[src/rtl/fft_pkg.sv]
// Shared FFT datapath definitions: component width, packed complex word and clamp limits.
// Used by the complex adder, the complex subtractor and the butterfly.
package fft_pkg;
    localparam int DATA_W = 8;
    localparam int CMAX   = (1 << (DATA_W - 1)) - 1;
    localparam int CMIN   = -(1 << (DATA_W - 1));

    typedef struct packed {
        logic signed [DATA_W-1:0] re;
        logic signed [DATA_W-1:0] im;
    } cplx_t;

    function automatic cplx_t cplx_make(input int re_v, input int im_v);
        cplx_t w;
        w.re = re_v[DATA_W-1:0];
        w.im = im_v[DATA_W-1:0];
        return w;
    endfunction
endpackage

[src/rtl/complex_sub_pipe_if.sv]
// Stream bus of the complex subtractor: a/b in with valid/ready, diff out with valid/ready.
// CPLX_SUB_SATURATE_EN adds the ovf_flag output.
interface complex_sub_pipe_if #(
    parameter int DATA_W = fft_pkg::DATA_W
);
    logic                in_valid;
    logic                in_ready;
    logic [2*DATA_W-1:0] a;
    logic [2*DATA_W-1:0] b;
    logic                out_valid;
    logic                out_ready;
    logic [2*DATA_W-1:0] diff;
`ifdef CPLX_SUB_SATURATE_EN
    logic                ovf_flag;

    modport master (output in_valid, a, b, out_ready,
                    input  in_ready, out_valid, diff, ovf_flag);
    modport slave  (input  in_valid, a, b, out_ready,
                    output in_ready, out_valid, diff, ovf_flag);
`else
    modport master (output in_valid, a, b, out_ready,
                    input  in_ready, out_valid, diff);
    modport slave  (input  in_valid, a, b, out_ready,
                    output in_ready, out_valid, diff);
`endif
endinterface

[src/rtl/complex_sub_core.sv]
// One component of the complex subtractor: widened subtract, optional halving, limit to W bits.
// CPLX_SUB_SATURATE_EN selects clamping with an overflow output instead of wrap.
module complex_sub_core #(
    parameter int W     = fft_pkg::DATA_W,
    parameter int SCALE = 0
) (
    input  logic [W-1:0] a_i,
    input  logic [W-1:0] b_i,
    output logic [W:0]   d_o,
    input  logic [W:0]   d_i,
`ifdef CPLX_SUB_SATURATE_EN
    output logic         ovf_o,
`endif
    output logic [W-1:0] y_o
);
    logic signed [W:0] sc;

    // One extra bit makes the raw difference exact for any pair of inputs.
    assign d_o = {a_i[W-1], a_i} - {b_i[W-1], b_i};

    generate
        if (SCALE != 0) begin : g_half
            assign sc = $signed(d_i) >>> 1;
        end else begin : g_full
            assign sc = $signed(d_i);
        end
    endgenerate

`ifdef CPLX_SUB_SATURATE_EN
    localparam logic [W-1:0] MAX_V = {1'b0, {(W-1){1'b1}}};
    localparam logic [W-1:0] MIN_V = {1'b1, {(W-1){1'b0}}};

    // Out of range exactly when the two top bits disagree; the sign picks the rail.
    assign ovf_o = sc[W] ^ sc[W-1];
    assign y_o   = ovf_o ? (sc[W] ? MIN_V : MAX_V) : sc[W-1:0];
`else
    logic unused_msb;
    assign unused_msb = sc[W];
    assign y_o        = sc[W-1:0];
`endif
endmodule

[src/rtl/complex_sub_pipe.sv]
// Two-stage pipelined complex subtractor (diff = a - b) with valid/ready backpressure.
// Define CPLX_SUB_SATURATE_EN for clamping plus ovf_flag; default build wraps.
module complex_sub_pipe #(
    parameter int DATA_W = fft_pkg::DATA_W,
    parameter int SCALE  = 0
) (
    input logic               clk,
    input logic               rst,
    complex_sub_pipe_if.slave bus
);
    import fft_pkg::*;

    logic                   adv1;
    logic                   adv2;
    logic                   s1_valid_q;
    logic                   s1_valid_d;
    logic                   s2_valid_q;
    logic                   s2_valid_d;
    logic [1:0][DATA_W:0]   s1_q;
    logic [1:0][DATA_W:0]   s1_d;
    logic [1:0][DATA_W:0]   sub_d;
    logic [1:0][DATA_W-1:0] lim_y;
    logic [2*DATA_W-1:0]    diff_q;
    logic [2*DATA_W-1:0]    diff_d;
`ifdef CPLX_SUB_SATURATE_EN
    logic [1:0]             lim_ovf;
    logic                   ovf_q;
    logic                   ovf_d;
`endif

    // Index 1 is the real (upper) half of the packed word, index 0 the imaginary half.
    genvar gi;
    generate
        for (gi = 0; gi < 2; gi++) begin : g_comp
            complex_sub_core #(
                .W     (DATA_W),
                .SCALE (SCALE)
            ) u_core (
                .a_i   (bus.a[gi*DATA_W +: DATA_W]),
                .b_i   (bus.b[gi*DATA_W +: DATA_W]),
                .d_o   (sub_d[gi]),
                .d_i   (s1_q[gi]),
`ifdef CPLX_SUB_SATURATE_EN
                .ovf_o (lim_ovf[gi]),
`endif
                .y_o   (lim_y[gi])
            );
        end
    endgenerate

    // A stage may load whenever it is empty or its contents leave this cycle.
    assign adv2 = !s2_valid_q || bus.out_ready;
    assign adv1 = !s1_valid_q || adv2;

    always_comb begin
        s1_valid_d = s1_valid_q;
        s1_d       = s1_q;
        s2_valid_d = s2_valid_q;
        diff_d     = diff_q;
`ifdef CPLX_SUB_SATURATE_EN
        ovf_d      = ovf_q;
`endif
        if (adv1) begin
            s1_valid_d = bus.in_valid;
            if (bus.in_valid) begin
                s1_d = sub_d;
            end
        end
        if (adv2) begin
            s2_valid_d = s1_valid_q;
            if (s1_valid_q) begin
                diff_d = lim_y;
`ifdef CPLX_SUB_SATURATE_EN
                ovf_d  = |lim_ovf;
`endif
            end
        end
    end

    always_ff @(posedge clk) begin
        if (rst) begin
            s1_valid_q <= 1'b0;
            s2_valid_q <= 1'b0;
            s1_q       <= '0;
            diff_q     <= '0;
`ifdef CPLX_SUB_SATURATE_EN
            ovf_q      <= 1'b0;
`endif
        end else begin
            s1_valid_q <= s1_valid_d;
            s2_valid_q <= s2_valid_d;
            s1_q       <= s1_d;
            diff_q     <= diff_d;
`ifdef CPLX_SUB_SATURATE_EN
            ovf_q      <= ovf_d;
`endif
        end
    end

    assign bus.in_ready  = adv1;
    assign bus.out_valid = s2_valid_q;
    assign bus.diff      = diff_q;
`ifdef CPLX_SUB_SATURATE_EN
    assign bus.ovf_flag  = ovf_q && s2_valid_q;
`endif
endmodule
[src/flat_wrapper.sv]
// flat-port wrapper written by rule: the top's interface ports become plain ports
module complex_sub_pipe_flat import fft_pkg::*;
#(
    parameter int DATA_W = fft_pkg::DATA_W,
    parameter int SCALE  = 0
)
  (clk, rst, bus_in_valid, bus_a, bus_b, bus_out_ready, bus_in_ready, bus_out_valid, bus_diff);
  complex_sub_pipe_if #(.DATA_W(DATA_W)) bus_i ();
  input logic clk;
  input logic rst;
  input wire logic [$bits(bus_i.in_valid)-1:0] bus_in_valid;
  input wire logic [$bits(bus_i.a)-1:0] bus_a;
  input wire logic [$bits(bus_i.b)-1:0] bus_b;
  input wire logic [$bits(bus_i.out_ready)-1:0] bus_out_ready;
  output wire logic [$bits(bus_i.in_ready)-1:0] bus_in_ready;
  output wire logic [$bits(bus_i.out_valid)-1:0] bus_out_valid;
  output wire logic [$bits(bus_i.diff)-1:0] bus_diff;
  assign bus_i.in_valid = bus_in_valid;
  assign bus_i.a = bus_a;
  assign bus_i.b = bus_b;
  assign bus_i.out_ready = bus_out_ready;
  assign bus_in_ready = bus_i.in_ready;
  assign bus_out_valid = bus_i.out_valid;
  assign bus_diff = bus_i.diff;
  complex_sub_pipe #(.DATA_W(DATA_W), .SCALE(SCALE)) u_core (.clk(clk), .rst(rst), .bus(bus_i));
endmodule
[config.mk]
export PLATFORM = sky130hd
export DESIGN_NAME = complex_sub_pipe_flat
export DESIGN_NICKNAME = d
export VERILOG_FILES = /design/src/rtl/fft_pkg.sv /design/src/rtl/complex_sub_pipe_if.sv /design/src/rtl/complex_sub_core.sv /design/src/rtl/complex_sub_pipe.sv /design/src/flat_wrapper.sv
export SDC_FILE = /design/constraint.sdc
export NUM_CORES = 1
export LEC_CHECK = 0
export BUFFER_PORTS_ARGS = -buffer_cell sky130_fd_sc_hd__buf_2
export CORE_MARGIN = 8
export CORE_UTILIZATION = 56
export CTS_CLUSTER_DIAMETER = 100
export DETAILED_ROUTE_END_ITERATION = 10
export GPL_TIMING_DRIVEN = 0
export PLACE_DENSITY = 0.87
export SYNTH_ARGS = -nofsm -noshare
export SYNTH_HDL_FRONTEND = slang
export SYNTH_SLANG_ARGS = --single-unit
export TNS_END_PERCENT = 50
[constraint.sdc]
create_clock -name clk -period 2.8 [get_ports clk]
set_clock_uncertainty 0.1 [all_clocks]
set_input_delay 0.42 -clock clk [delete_from_list [all_inputs] [get_ports clk]]
set_output_delay 0.42 -clock clk [all_outputs]
set_load 0.02 [all_outputs]
# Word-level counts from Yosys, hierarchy flattened
# Cells that the tools add are included.
totals:
  reg_bits: 34
  out_inout_bits: 18
  word_cells: 13
op_classes:
  n_addsub: 2
  n_reduce_logical: 6
ops:
  columns: ["operator", "n"]
  rows:
  - ["8-bit subtractor", 2]
  - ["2-bit AND reduction", 2]
  - ["1-bit zero test", 2]
  - ["1-bit logical OR", 2]

# Depth between registers and ports, before layout
# Gate-level depths: netlist (run 1).
logic_depth:
  word_depth: 4
  mapped_depth: 8
  depth_no_buf: 8

# Cells and area by module
# Synthesis (run 1) repeated with hierarchy kept, for this count alone.
hier_totals:
  hier_cells: 295
  area_unflattened_um2: 2431.1
modules_own_cells:
  columns: ["mod", "instances", "cells_per_inst", "area_per_inst_um2"]
  rows:
  - ["complex_sub_pipe", 1, 161, 1517.7]
  - ["complex_sub_core", 2, 67, 456.7]

# Least setup slack after synthesis (run 1)
# Ideal clock, no wire load.
synth_timing:
  kind: "in2reg"
  startpoint: "input bus_a[8]"
  endpoint: "register u_core.s1_q[15] in the netlist's numbering"
  setup_time_ps: 130
  t_arrival_ps: 1707
  required_ps: 2570
  slack_ps: 863
  cell_stages: 8
  cell_sequence: "inv_1 -> ha_1 -> inv_1 -> fa_1 -> a21o_1 -> a211oi_1 -> or4b_1 -> nand4_1"
synth_via:
  elab_chain_len: 1
synth_lines:
  columns: ["item", "line", "rtl"]
  rows:
  - ["from (decl)", "flat_wrapper.sv:12", "input wire logic [$bits(bus_i.a)-1:0] bus_a;"]
  - ["8-bit subtractor", "complex_sub_core.sv:19", "assign d_o = {a_i[W-1], a_i} - {b_i[W-1], b_i};"]
  - ["to (signal assigned)", "complex_sub_pipe.sv:84", "s1_q <= '0;"]
  - ["to (signal assigned)", "complex_sub_pipe.sv:92", "s1_q <= s1_d;"]
  - ["to (decl)", "complex_sub_pipe.sv:19", "logic [1:0][DATA_W:0] s1_q;"]
# Every way passes these cells.
# A chain may end at the register's enable or synchronous reset.

# Worst setup path in the final report (run 1)
# Same ends and word-level chain as after synthesis.

==> flow_metrics.env, run 1 <==
export IMPL_via_count=1895
export IMPL_final_count_of_hold_timing_violations=0
export IMPL_switchingPower_uw=306
export IMPL_synth_most_common_cell="sky130_fd_sc_hd__nand2_1"
export IMPL_tritoncts="done"
export IMPL_yosysSeqAreaShare_pct=34.3
export IMPL_outcome="completed"
export IMPL_drt_first_iter_violations=138
export IMPL_report_final_slew_viol_count=0
export IMPL_p_leak_uw=0.00108
export IMPL_ys_types=34
export IMPL_routedWlPerCell_um=12.7
export IMPL_post_route_min_period_ns=1.87
export IMPL_synthTopCellsByArea="sky130_fd_sc_hd__dfxtp_1 (34%), sky130_fd_sc_hd__ha_1 (8.8%), sky130_fd_sc_hd__a21oi_1 (8.1%)"
export IMPL_root_buffer="sky130_fd_sc_hd__clkbuf_4"
export IMPL_setup_tns_final_ns=0
export IMPL_crit_required_ns=2.91
export IMPL_startpoint_type="input port"
export IMPL_power_per_cell_area_nw_per_um2=444
export IMPL_drc_errors=0
export IMPL_grt_use_total_pct=16.3
export IMPL_post_synthesis_net_count=297
export IMPL_num_io_pins=54
export IMPL_number_of_antenna_violations_at_the_first_check_in_global_routing=0
export IMPL_post_cts_setup_buffers=0
export IMPL_detailed_place_hpwl_mm=3.54
export IMPL_rsz0062_at_grt="no"
export IMPL_detail_route_first_pass_iterations=4
export IMPL_grt_first_pass_wirelength_mm=7.34
export IMPL_share_comb_of_total_power_pct=24.3
export IMPL_fp_dieArea_sq_um=5710
export IMPL_final_fill_count=317
export IMPL_cts_resized=0
export IMPL_finish_instance_area_sq_um=2360
export IMPL_placement_setup_worst_slack_ns=0.603
export IMPL_clock_edge_transition_at_the_registers_on_the_reported_setup_and_hold_paths_ns=0.09
export IMPL_seq_power_share_pct=51.0
export IMPL_post_synth_edffs=0
export IMPL_worstSetupPathType="in -> reg"
export IMPL_yosys_register_bits=34
export IMPL_globalRouteOverflowTotal=0
export IMPL_floorplan_initialDensity_pct=59.1
export IMPL_fp_coreArea_sq_um=3360
export IMPL_postSynthAreaPerCell_sq_um=8.11
export IMPL_kind_of_path_behind_the_tightest_hold_check="in -> reg"
export IMPL_insertion_delay_ns=0.32
export IMPL_numClockSinks=34
export IMPL_layout_setup_ws_ns=0.933
export IMPL_setup_viol=0
export IMPL_cts_h_tree_depth=2
export IMPL_number_of_antenna_diodes=0
export IMPL_port_buffer_count=53
export IMPL_num_rows=21
export IMPL_fin_crit_sh_pct=66.7
export IMPL_max_freq_ghz=0.536
export IMPL_yosysWarnings=0
export IMPL_internal_power_uw=741
export IMPL_clock_tree_buffer_depth=2
export IMPL_drt_antenna_violating_nets=0
export IMPL_timing_worst_slew_pin_value_ns=0.465
export IMPL_max_cap_violations=0
export IMPL_final_nets=357
export IMPL_post_synth_inst_count=245
export IMPL_layoutNonFillerInstCount=350
export IMPL_grt_pass1_vias=1718
export IMPL_placed_area_sq_um=2310
export IMPL_synth_area_sq_um=1990
export IMPL_synth_ff_type="sky130_fd_sc_hd__dfxtp_1"
export IMPL_yosysTopAreaCell="sky130_fd_sc_hd__dfxtp_1"
export IMPL_clock_power_share_pct=24.7
export IMPL_die_height_um=75.6
export IMPL_area_growth_synth_to_final_pct=18.8
export IMPL_ir_worst_vdd_mv=0.170
export IMPL_routed_via_density=5.41
export IMPL_die_width_um=75.6
export IMPL_cts_bufs_inserted=5
export IMPL_holdBufCountCts=0
export IMPL_max_slew_margin_rel_pct=69.0
export IMPL_grt_start_max_net_pins=11
export IMPL_synthArstFlopShare_pct=0
export IMPL_top_post_synthesis_cells_by_count="sky130_fd_sc_hd__nand2_1 (41), sky130_fd_sc_hd__dfxtp_1 (34), sky130_fd_sc_hd__a21oi_1 (32)"
export IMPL_holdWs_ns=0.278
export IMPL_cp_end_kind="register"
export IMPL_area_taken_by_flip_flops_and_latches_sq_um=681
export IMPL_postRouteWirelength_mm=4.45
export IMPL_worstPathArrival_ns=1.97
export IMPL_synthDominantCellAreaShare_pct=34.3
export IMPL_place_detailed_instances=344
export IMPL_timing_critical_path_fanout_max=3
export IMPL_sw_ratio_pct=29.2
export IMPL_drive_above_1_share_pct=23.7
export IMPL_multi_input_comb_area_sq_um=1170
export IMPL_finalWeightedCongestion=0.840
[critical path, stage by stage]
cell,delay [ns]
sky130_fd_sc_hd__buf_2,0.09
sky130_fd_sc_hd__inv_1,0.04
sky130_fd_sc_hd__ha_1,0.18
sky130_fd_sc_hd__inv_1,0.06
sky130_fd_sc_hd__fa_1,0.39
sky130_fd_sc_hd__a21o_1,0.21
sky130_fd_sc_hd__a211oi_1,0.32
sky130_fd_sc_hd__or4b_1,0.17
sky130_fd_sc_hd__nand4_1,0.08
[power by group through the flow]
stage / logic, uW / registers [uW] / clock network, uW
after global routing: 284 / 539 / 280
after CTS: 253 / 534 / 261
after global placement: 245 / 544 / 0
final: 255 / 534 / 259
after detailed placement: 251 / 545 / 0
after floorplan: 168 / 552 / 0
[flip-flops by register name, summed over array words and instances (netlist names)]
register	count
u_core.bus.diff	16
u_core.s1_q	16
u_core.bus.out_valid	1
u_core.s1_valid_q	1
[cell type report]
| cell class | instances | share of cell area (%) |
|---|---|---|
| Tap cell | 46 | 2.44 |
| Timing Repair Buffer | 53 | 11.2 |
| Inverter | 18 | 2.86 |
| Sequential cell | 34 | 28.8 |
| Buffer | 12 | 2.81 |
| Clock buffer | 6 | 2.17 |
| Multi-Input combinational cell | 181 | 49.7 |
[metrics by stage]
| stage | power, uW | utilization (%) |
|---|---|---|
| after floorplan | 721 | - |
| after global placement | 789 | 68.7 |
| after detailed placement | 796 | 68.7 |
| after CTS | 1050 | 70.2 |
| after global routing | 1100 | 70.2 |
| final | 1050 | 70.2 |
[logic make-up (layout without fill, tap and decap cells)]
family / after synthesis / count (layout) / synth area share [%]
compound gates: 66 / 66 / 20.7
xor+xnor: 6 / 6 / 2.64
fa+ha+maj: 16 / 16 / 10.8
buf+inv: 30 / 89 / 6.74
flops: 34 / 34 / 34.3
simple gates: 93 / 93 / 24.9
[metal layers]
| metal | GRT usage [%] | up-vias | share of wire, % |
|---|---|---|---|
| met5 | 0 | - | 0 |
| met4 | 6.40 | 0 | 1.4 |
| li1 | - | 970 | - |
| met2 | 26.7 | 62 | 45 |
| met1 | 20.3 | 857 | 47 |
| met3 | 3.55 | 6 | 6.9 |
[cell usage in the layout (no fill, tap or decap), types with 6 or more instances in the layout]
cell and instances:
sky130_fd_sc_hd__nand2b_1 8, sky130_fd_sc_hd__nand3b_1 6, sky130_fd_sc_hd__dfxtp_1 34, sky130_fd_sc_hd__nor2_1 14, sky130_fd_sc_hd__ha_1 14, sky130_fd_sc_hd__a211oi_1 8
sky130_fd_sc_hd__inv_1 18, sky130_fd_sc_hd__o21ai_0 10, sky130_fd_sc_hd__a21oi_1 32, sky130_fd_sc_hd__buf_2 58, sky130_fd_sc_hd__nand2_1 41
[final timing paths]
kind	to	slack [ns]	depth (start not counted)	from
worst min-delay path	u_core.s1_valid_q	0.28	3	bus_in_valid
worst max register to register	u_core.bus.diff[13]	1.31	5	u_core.bus.out_valid
worst min register to register	u_core.bus.diff[0]	0.35	2	u_core.bus.diff[0]
worst max-delay path	u_core.s1_q[15]	0.93	9	bus_a[8]
Note: power is estimated with default switching activity, not from simulation.
==> run 2, diff against run 1 <==
- ABC_AREA: not set -> 1
- CORE_UTILIZATION: 56 -> 52
- PLACE_DENSITY: 0.87 -> 0.83
- clock period: 2.8 -> 1.8 ns (I/O delays scaled with it)
==> run 2 against run 1 <==
  * Wire length is 8.9% lower
  * Register-to-register slack worse by 0.77 ns
  * Hold slack worse by 0.14 ns
  * Area after synthesis fell by 4.2%
  * Synthesized cell count grew 9.8%
  * Critical path depth fell by 7
  * Global-route usage is 1.9 points lower
  * Via count down 5.7%
==> flow_metrics.env, run 2 <==
export IMPL_cp_end_kind="output pin"
export IMPL_setup_viol=0
export IMPL_report_final_slew_viol_count=0
export IMPL_r2r_start="u_core.bus.out_valid"
export IMPL_final_count_of_hold_timing_violations=0
export IMPL_routedWlPerCell_um=10.7
export IMPL_numClockSinks=34
export IMPL_startpoint_type="register"
export IMPL_root_buffer="sky130_fd_sc_hd__clkbuf_4"
export IMPL_globalRouteOverflowTotal=0
export IMPL_holdBufCountCts=0
export IMPL_met1Wirelength_mm=1.91
export IMPL_area_growth_synth_to_final_pct=20.4
export IMPL_num_rows=22
export IMPL_ir_worst_vdd_mv=0.312
export IMPL_final_fill_count=356
export IMPL_fp_dieArea_sq_um=5850
export IMPL_max_cap_violations=0
export IMPL_holdWs_ns=0.140
export IMPL_drt_first_iter_violations=106
export IMPL_drive_above_1_share_pct=22.1
export IMPL_maxUsedRoutingLayer="met4"
export IMPL_cts_bufs_inserted=5
export IMPL_tritoncts="done"
export IMPL_final_nets=381
export IMPL_critical_path_buf_inv_count=1
export IMPL_top_post_synthesis_cells_by_count="sky130_fd_sc_hd__inv_1 (44), sky130_fd_sc_hd__nand2_1 (42), sky130_fd_sc_hd__nor2_1 (42)"
export IMPL_kind_of_path_behind_the_tightest_hold_check="in -> reg"
export IMPL_postRouteWirelength_mm=4.05
export IMPL_cts_resized=0
export IMPL_synth_most_common_cell="sky130_fd_sc_hd__inv_1"
export IMPL_path_delay_family="flip-flops"
export IMPL_cts_h_tree_depth=2
export IMPL_worstSetupPathType="reg -> out"
export IMPL_synthArstFlopShare_pct=0
export IMPL_worstHoldStart="bus_b[8]"
export IMPL_number_of_antenna_diodes=0
export IMPL_die_height_um=76.5
export IMPL_postSynthAreaPerCell_sq_um=7.07
export IMPL_num_io_pins=54
export IMPL_insertion_delay_ns=0.34
export IMPL_finish_instance_area_sq_um=2290
export IMPL_worstPathArrival_ns=1.06
export IMPL_post_synthesis_net_count=321
export IMPL_port_buffer_count=53
export IMPL_post_synth_edffs=0
export IMPL_yosys_register_bits=34
export IMPL_outcome="completed"
export IMPL_post_cts_setup_buffers=0
export IMPL_cp_startpoint="u_core.bus.out_valid"
export IMPL_drt_antenna_violating_nets=0
export IMPL_timing_critical_path_fanout_max=3
export IMPL_timing_worst_slew_pin_value_ns=0.369
export IMPL_synth_ff_type="sky130_fd_sc_hd__dfxtp_1"
export IMPL_clock_tree_buffer_depth=2
export IMPL_yosysSeqAreaShare_pct=35.8
export IMPL_detailed_place_hpwl_mm=3.33
export IMPL_max_slew_margin_rel_pct=75.4
export IMPL_synthTopCellsByArea="sky130_fd_sc_hd__dfxtp_1 (36%), sky130_fd_sc_hd__ha_1 (9.2%), sky130_fd_sc_hd__inv_1 (8.7%)"
export IMPL_die_width_um=76.5
export IMPL_ys_types=23
export IMPL_detail_route_first_pass_iterations=4
export IMPL_rsz0062_at_grt="no"
export IMPL_final_common_cell="sky130_fd_sc_hd__buf_2"
export IMPL_floorplan_initialDensity_pct=53.2
export IMPL_wl_met2_mm=1.83
export IMPL_cp_slowest_cell="sky130_fd_sc_hd__dfxtp_1"
export IMPL_p_leak_uw=0.00126
export IMPL_fp_coreArea_sq_um=3580
export IMPL_drc_errors=0
export IMPL_grt_start_max_net_pins=12
export IMPL_crit_required_ns=1.43
export IMPL_yosysTopAreaCell="sky130_fd_sc_hd__dfxtp_1"
export IMPL_top_library_cells_by_usage_in_the_layout_fill_and_taps_aside="sky130_fd_sc_hd__buf_2 (54), sky130_fd_sc_hd__inv_1 (44), sky130_fd_sc_hd__nor2_1 (42), sky130_fd_sc_hd__nand2_1 (42), sky130_fd_sc_hd__dfxtp_1 (34)"
export IMPL_clock_edge_transition_at_the_registers_on_the_reported_setup_and_hold_paths_ns=0.11
export IMPL_max_freq_ghz=0.699
export IMPL_routed_via_density=4.73
export IMPL_critical_path_cell_chain="nand3_2 -> buf_2"
export IMPL_power_per_cell_area_nw_per_um2=756
export IMPL_wl_met3_um=219
export IMPL_yosysWarnings=0
export IMPL_post_route_min_period_ns=1.43
export IMPL_post_synth_inst_count=269
export IMPL_cpPeakStageDelay_ns=0.39
export IMPL_via_count=1787
export IMPL_synthDominantCellAreaShare_pct=35.8
export IMPL_placed_area_sq_um=2230
export IMPL_setup_tns_final_ns=0
export IMPL_number_of_antenna_violations_at_the_first_check_in_global_routing=0
export IMPL_synth_area_sq_um=1900
export IMPL_grt_first_pass_wirelength_mm=7.20
export IMPL_grt_pass1_vias=1781
export IMPL_fin_crit_sh_pct=79.4
export IMPL_finalWeightedCongestion=0.792
export IMPL_grt_use_total_pct=14.4
[run 2: worst paths after layout]
check / to / slack (ns) / depth (start not counted)
min reg2reg: u_core.bus.diff[12] / 0.35 / 2
max reg2reg: u_core.bus.diff[6] / 0.54 / 5
max: bus_in_ready / 0.37 / 2
min: u_core.s1_q[9] / 0.14 / 3
[run 2: power breakdown]
group          switching, uW  internal [uW]
combinational            261            190
sequential              28.8            815
clock                    250            188
total                    540           1190
[run 2: worst min-delay path: stages]
cell,delay [ns]
sky130_fd_sc_hd__buf_2,0.08
sky130_fd_sc_hd__ha_1,0.13
sky130_fd_sc_hd__a21oi_1,0.06
[run 2: kinds of logic (layout without fill, tap and decap cells)]
family	after synthesis	after routing	synth area share, %
AND/OR/NAND/NOR	106	106	23.7
XOR/XNOR	8	8	3.68
buffers and inverters	55	116	12.4
AO/OA/AOI/OAI	50	50	13.1
flip-flops	34	34	35.8
adder cells (fa/ha/maj)	16	16	11.3
[run 2: metrics by stage]
stage | total power (uW) | std cells | util, % | setup slack (ns)
after floorplan | 1180 | 269 | - | 0.277
after global placement | 1300 | 370 | 62.3 | 0.0952
after detailed placement | 1310 | 370 | 62.3 | 0.0328
after CTS | 1750 | 378 | 64.1 | 0.370
after global routing | 1850 | 378 | 64.1 | 0.290
final | 1730 | 378 | 64.1 | 0.370
[run 2: per-layer routing]
metal | up-vias | global-route usage [%]
li1 | 961 | -
met5 | - | 0
met3 | 7 | 3.42
met1 | 767 | 16.5
met2 | 52 | 23.9
met4 | 0 | 8.08
[run 2: layout make-up]
cell class | instances | area [sq um] | area share, %
tap | 48 | 60.1 | 2.62
inverter | 46 | 173 | 7.53
multi-input combinational | 180 | 987 | 43.1
clock inverter | 2 | 12.5 | 0.546
timing repair buffer | 53 | 265 | 11.6
sequential | 34 | 681 | 29.7
clock buffer | 6 | 51.3 | 2.24
buffer | 9 | 62.6 | 2.73
==> run 3, diff against run 2 <==
- ABC_AREA: 1 -> 0
- CORE_UTILIZATION: 52 -> 47
- PLACE_DENSITY: 0.83 -> 0.79
- clock period: 1.8 -> 1.2 ns (I/O delays scaled with it)
==> run 3 against run 2 <==
  * The flow now finishes with violations (negative setup slack)
  * Clock power is 140% higher
  * Die area is 12% higher
  * Flip-flop and latch count stayed put
  * Non-clock buffer count is 12 higher
  * Worst setup slack got worse by 0.62 ns
  * Combinational power grew 77%
  * Register-to-register slack worse by 0.79 ns
  * Design area rose by 24%
  * Via count increased by 8.7%
  * Clock-buffer cell count is 1 lower
  * Critical path type is now reg -> reg
  * Highest routed layer unchanged
==> flow_metrics.env, run 3 (synthesized netlist as in run 1, its figures left out) <==
export IMPL_clock_power_share_pct=34.1
export IMPL_seq_power_share_pct=40.2
export IMPL_area_growth_synth_to_final_pct=42.9
export IMPL_globalRouteOverflowTotal=0
export IMPL_internal_power_uw=2220
export IMPL_kind_of_path_behind_the_tightest_hold_check="in -> reg"
export IMPL_setup_tns_final_ns=-4.06
export IMPL_cp_slowest_cell="sky130_fd_sc_hd__or4b_4"
export IMPL_report_final_slew_viol_count=0
export IMPL_grt_use_total_pct=16.1
export IMPL_drc_errors=0
export IMPL_worstPathArrival_ns=1.57
export IMPL_max_freq_ghz=0.688
export IMPL_cpPeakStageDelay_ns=0.47
export IMPL_routed_via_density=5.32
export IMPL_die_height_um=81.0
export IMPL_drt_first_iter_violations=77
export IMPL_final_nets=366
export IMPL_p_leak_uw=0.00119
export IMPL_final_count_of_hold_timing_violations=0
export IMPL_insertion_delay_ns=0.29
export IMPL_number_of_antenna_diodes=0
export IMPL_post_route_min_period_ns=1.45
export IMPL_drt_antenna_violating_nets=0
export IMPL_layout_setup_ws_ns=-0.254
export IMPL_final_common_cell="sky130_fd_sc_hd__buf_2"
export IMPL_multi_input_comb_area_sq_um=1420
export IMPL_failed_checks="negative setup slack"
export IMPL_top_library_cells_by_usage_in_the_layout_fill_and_taps_aside="sky130_fd_sc_hd__buf_2 (51), sky130_fd_sc_hd__nand2_1 (41), sky130_fd_sc_hd__dfxtp_1 (32), sky130_fd_sc_hd__a21oi_1 (28), sky130_fd_sc_hd__nor2_1 (14)"
export IMPL_routedWlPerCell_um=14.1
export IMPL_num_rows=23
export IMPL_sw_ratio_pct=28.7
export IMPL_floorplan_initialDensity_pct=49.3
export IMPL_grt_first_pass_wirelength_mm=8.44
export IMPL_fp_dieArea_sq_um=6560
export IMPL_tritoncts="done"
export IMPL_place_detailed_instances=348
export IMPL_cts_h_tree_depth=2
export IMPL_grt_start_max_net_pins=13
export IMPL_finalWeightedCongestion=0.806
export IMPL_setup_viol=29
export IMPL_max_slew_margin_rel_pct=66.1
export IMPL_switchingPower_uw=891
export IMPL_grt_pass1_vias=1843
export IMPL_detail_route_first_pass_iterations=4
export IMPL_critical_path_cell_chain="nand3b_4 -> nand2_4 -> buf_6 -> or4b_4 -> o211ai_2"
export IMPL_number_of_antenna_violations_at_the_first_check_in_global_routing=0
export IMPL_crit_required_ns=1.32
export IMPL_share_comb_of_total_power_pct=25.7
export IMPL_rsz0062_at_grt="yes"
export IMPL_drive_above_1_share_pct=41.0
export IMPL_postRouteWirelength_mm=5.16
export IMPL_startpoint_type="register"
export IMPL_cts_bufs_inserted=5
export IMPL_worstSetupPathType="reg -> reg"
export IMPL_clock_edge_transition_at_the_registers_on_the_reported_setup_and_hold_paths_ns=0.07
export IMPL_layoutNonFillerInstCount=365
export IMPL_timing_critical_path_fanout_max=8
export IMPL_timing_worst_slew_pin_value_ns=0.509
export IMPL_via_count=1942
export IMPL_final_fill_count=346
export IMPL_area_taken_by_flip_flops_and_latches_sq_um=688
export IMPL_fin_crit_sh_pct=121
export IMPL_outcome="finished, violations left"
export IMPL_num_io_pins=54
export IMPL_cp_end_kind="register"
export IMPL_die_width_um=81.0
export IMPL_ir_worst_vdd_mv=0.536
export IMPL_detailed_place_hpwl_mm=3.80
export IMPL_clock_tree_buffer_depth=2
export IMPL_port_buffer_count=53
export IMPL_root_buffer="sky130_fd_sc_hd__clkbuf_8"
export IMPL_fp_coreArea_sq_um=4030
export IMPL_max_cap_violations=0
export IMPL_power_per_cell_area_nw_per_um2=1090
export IMPL_numClockSinks=34
==> run 3: cell count changes in the layout (fill, tap and decap cells not counted), moves of 6 or more <==
cell,before,now
sky130_fd_sc_hd__nand2b_1,0,7
sky130_fd_sc_hd__o21ai_0,22,4
sky130_fd_sc_hd__inv_1,44,8
sky130_fd_sc_hd__a211oi_2,0,10
sky130_fd_sc_hd__nand3_1,12,4
sky130_fd_sc_hd__a21oi_1,22,28
sky130_fd_sc_hd__buf_4,3,11
sky130_fd_sc_hd__ha_1,14,1
sky130_fd_sc_hd__nor2_1,42,14
sky130_fd_sc_hd__ha_4,0,13
==> run 3: layout make-up <==
cell class                      instances  area share [%]
Timing Repair Buffer                   62            12.6
Buffer                                 12            4.01
Sequential cell                        34            24.2
Tap cell                               50            2.20
Multi-Input combinational cell        181            49.9
Inverter                               18            3.08
Clock inverter                          3            1.54
Clock buffer                            5            2.42
==> run 3: power by group through the flow <==
| stage | Combinational [uW] | Sequential, uW | Clock (uW) |
|---|---|---|---|
| floorplan | 510 | 1290 | 0 |
| global placement | 725 | 1270 | 0 |
| detailed placement | 742 | 1280 | 0 |
| CTS | 779 | 1250 | 1070 |
| global route | 877 | 1260 | 1130 |
| finish | 799 | 1250 | 1060 |
==> run 3: what timing repair did <==
item                                    4_1_cts  5_1_grt
resized for setup                            11       14
pin swaps                                    13        5
endpoints found under the setup margin       27       36
hold buffers                                  0        0
setup buffers                                 7        2
==> run 3: routing by layer <==
metal	GRT usage, %	vias up	part of all wire [%]
met1	21.1	878	45
li1	-	990	-
met2	25.2	68	46
met3	3.31	6	7.1
met5	0	-	0
met4	6.61	0	1.6
==> run 3: path summary, 6_finish.rpt <==
check | endpoint | depth (start not counted) | slack (ns) | startpoint
worst min register to register | u_core.bus.diff[1] | 2 | 0.35 | u_core.bus.diff[1]
worst max-delay path | u_core.s1_q[5] | 5 | -0.25 | u_core.s1_valid_q
worst min-delay path | u_core.s1_valid_q | 3 | 0.08 | bus_in_valid
worst max register to register | u_core.s1_q[5] | 5 | -0.25 | u_core.s1_valid_q
==> run 3: per-stage QoR <==
| step | total power, uW | hold slack [ns] | worst slack, ns | utilization (%) | cell area, sq um |
|---|---|---|---|---|---|
| after global placement | 2000 | 0.340 | -0.599 | 64.3 | 2590 |
| after CTS | 3100 | 0.0642 | -0.274 | 69.1 | 2780 |
| after floorplan | 1800 | 0.202 | -0.336 | - | 2260 |
| after global routing | 3270 | 0.0830 | -0.280 | 70.5 | 2840 |
| final | 3110 | 0.0844 | -0.254 | 70.5 | 2840 |
| after detailed placement | 2020 | 0.345 | -0.603 | 64.3 | 2590 |
==> run 3: worst max-delay path: cells and delay by family (launching register included) <==
kind	cells	cell delay [ns]
buf+inv	1	0.13
compound gates	1	0.16
simple gates	3	0.63
flops	1	0.36
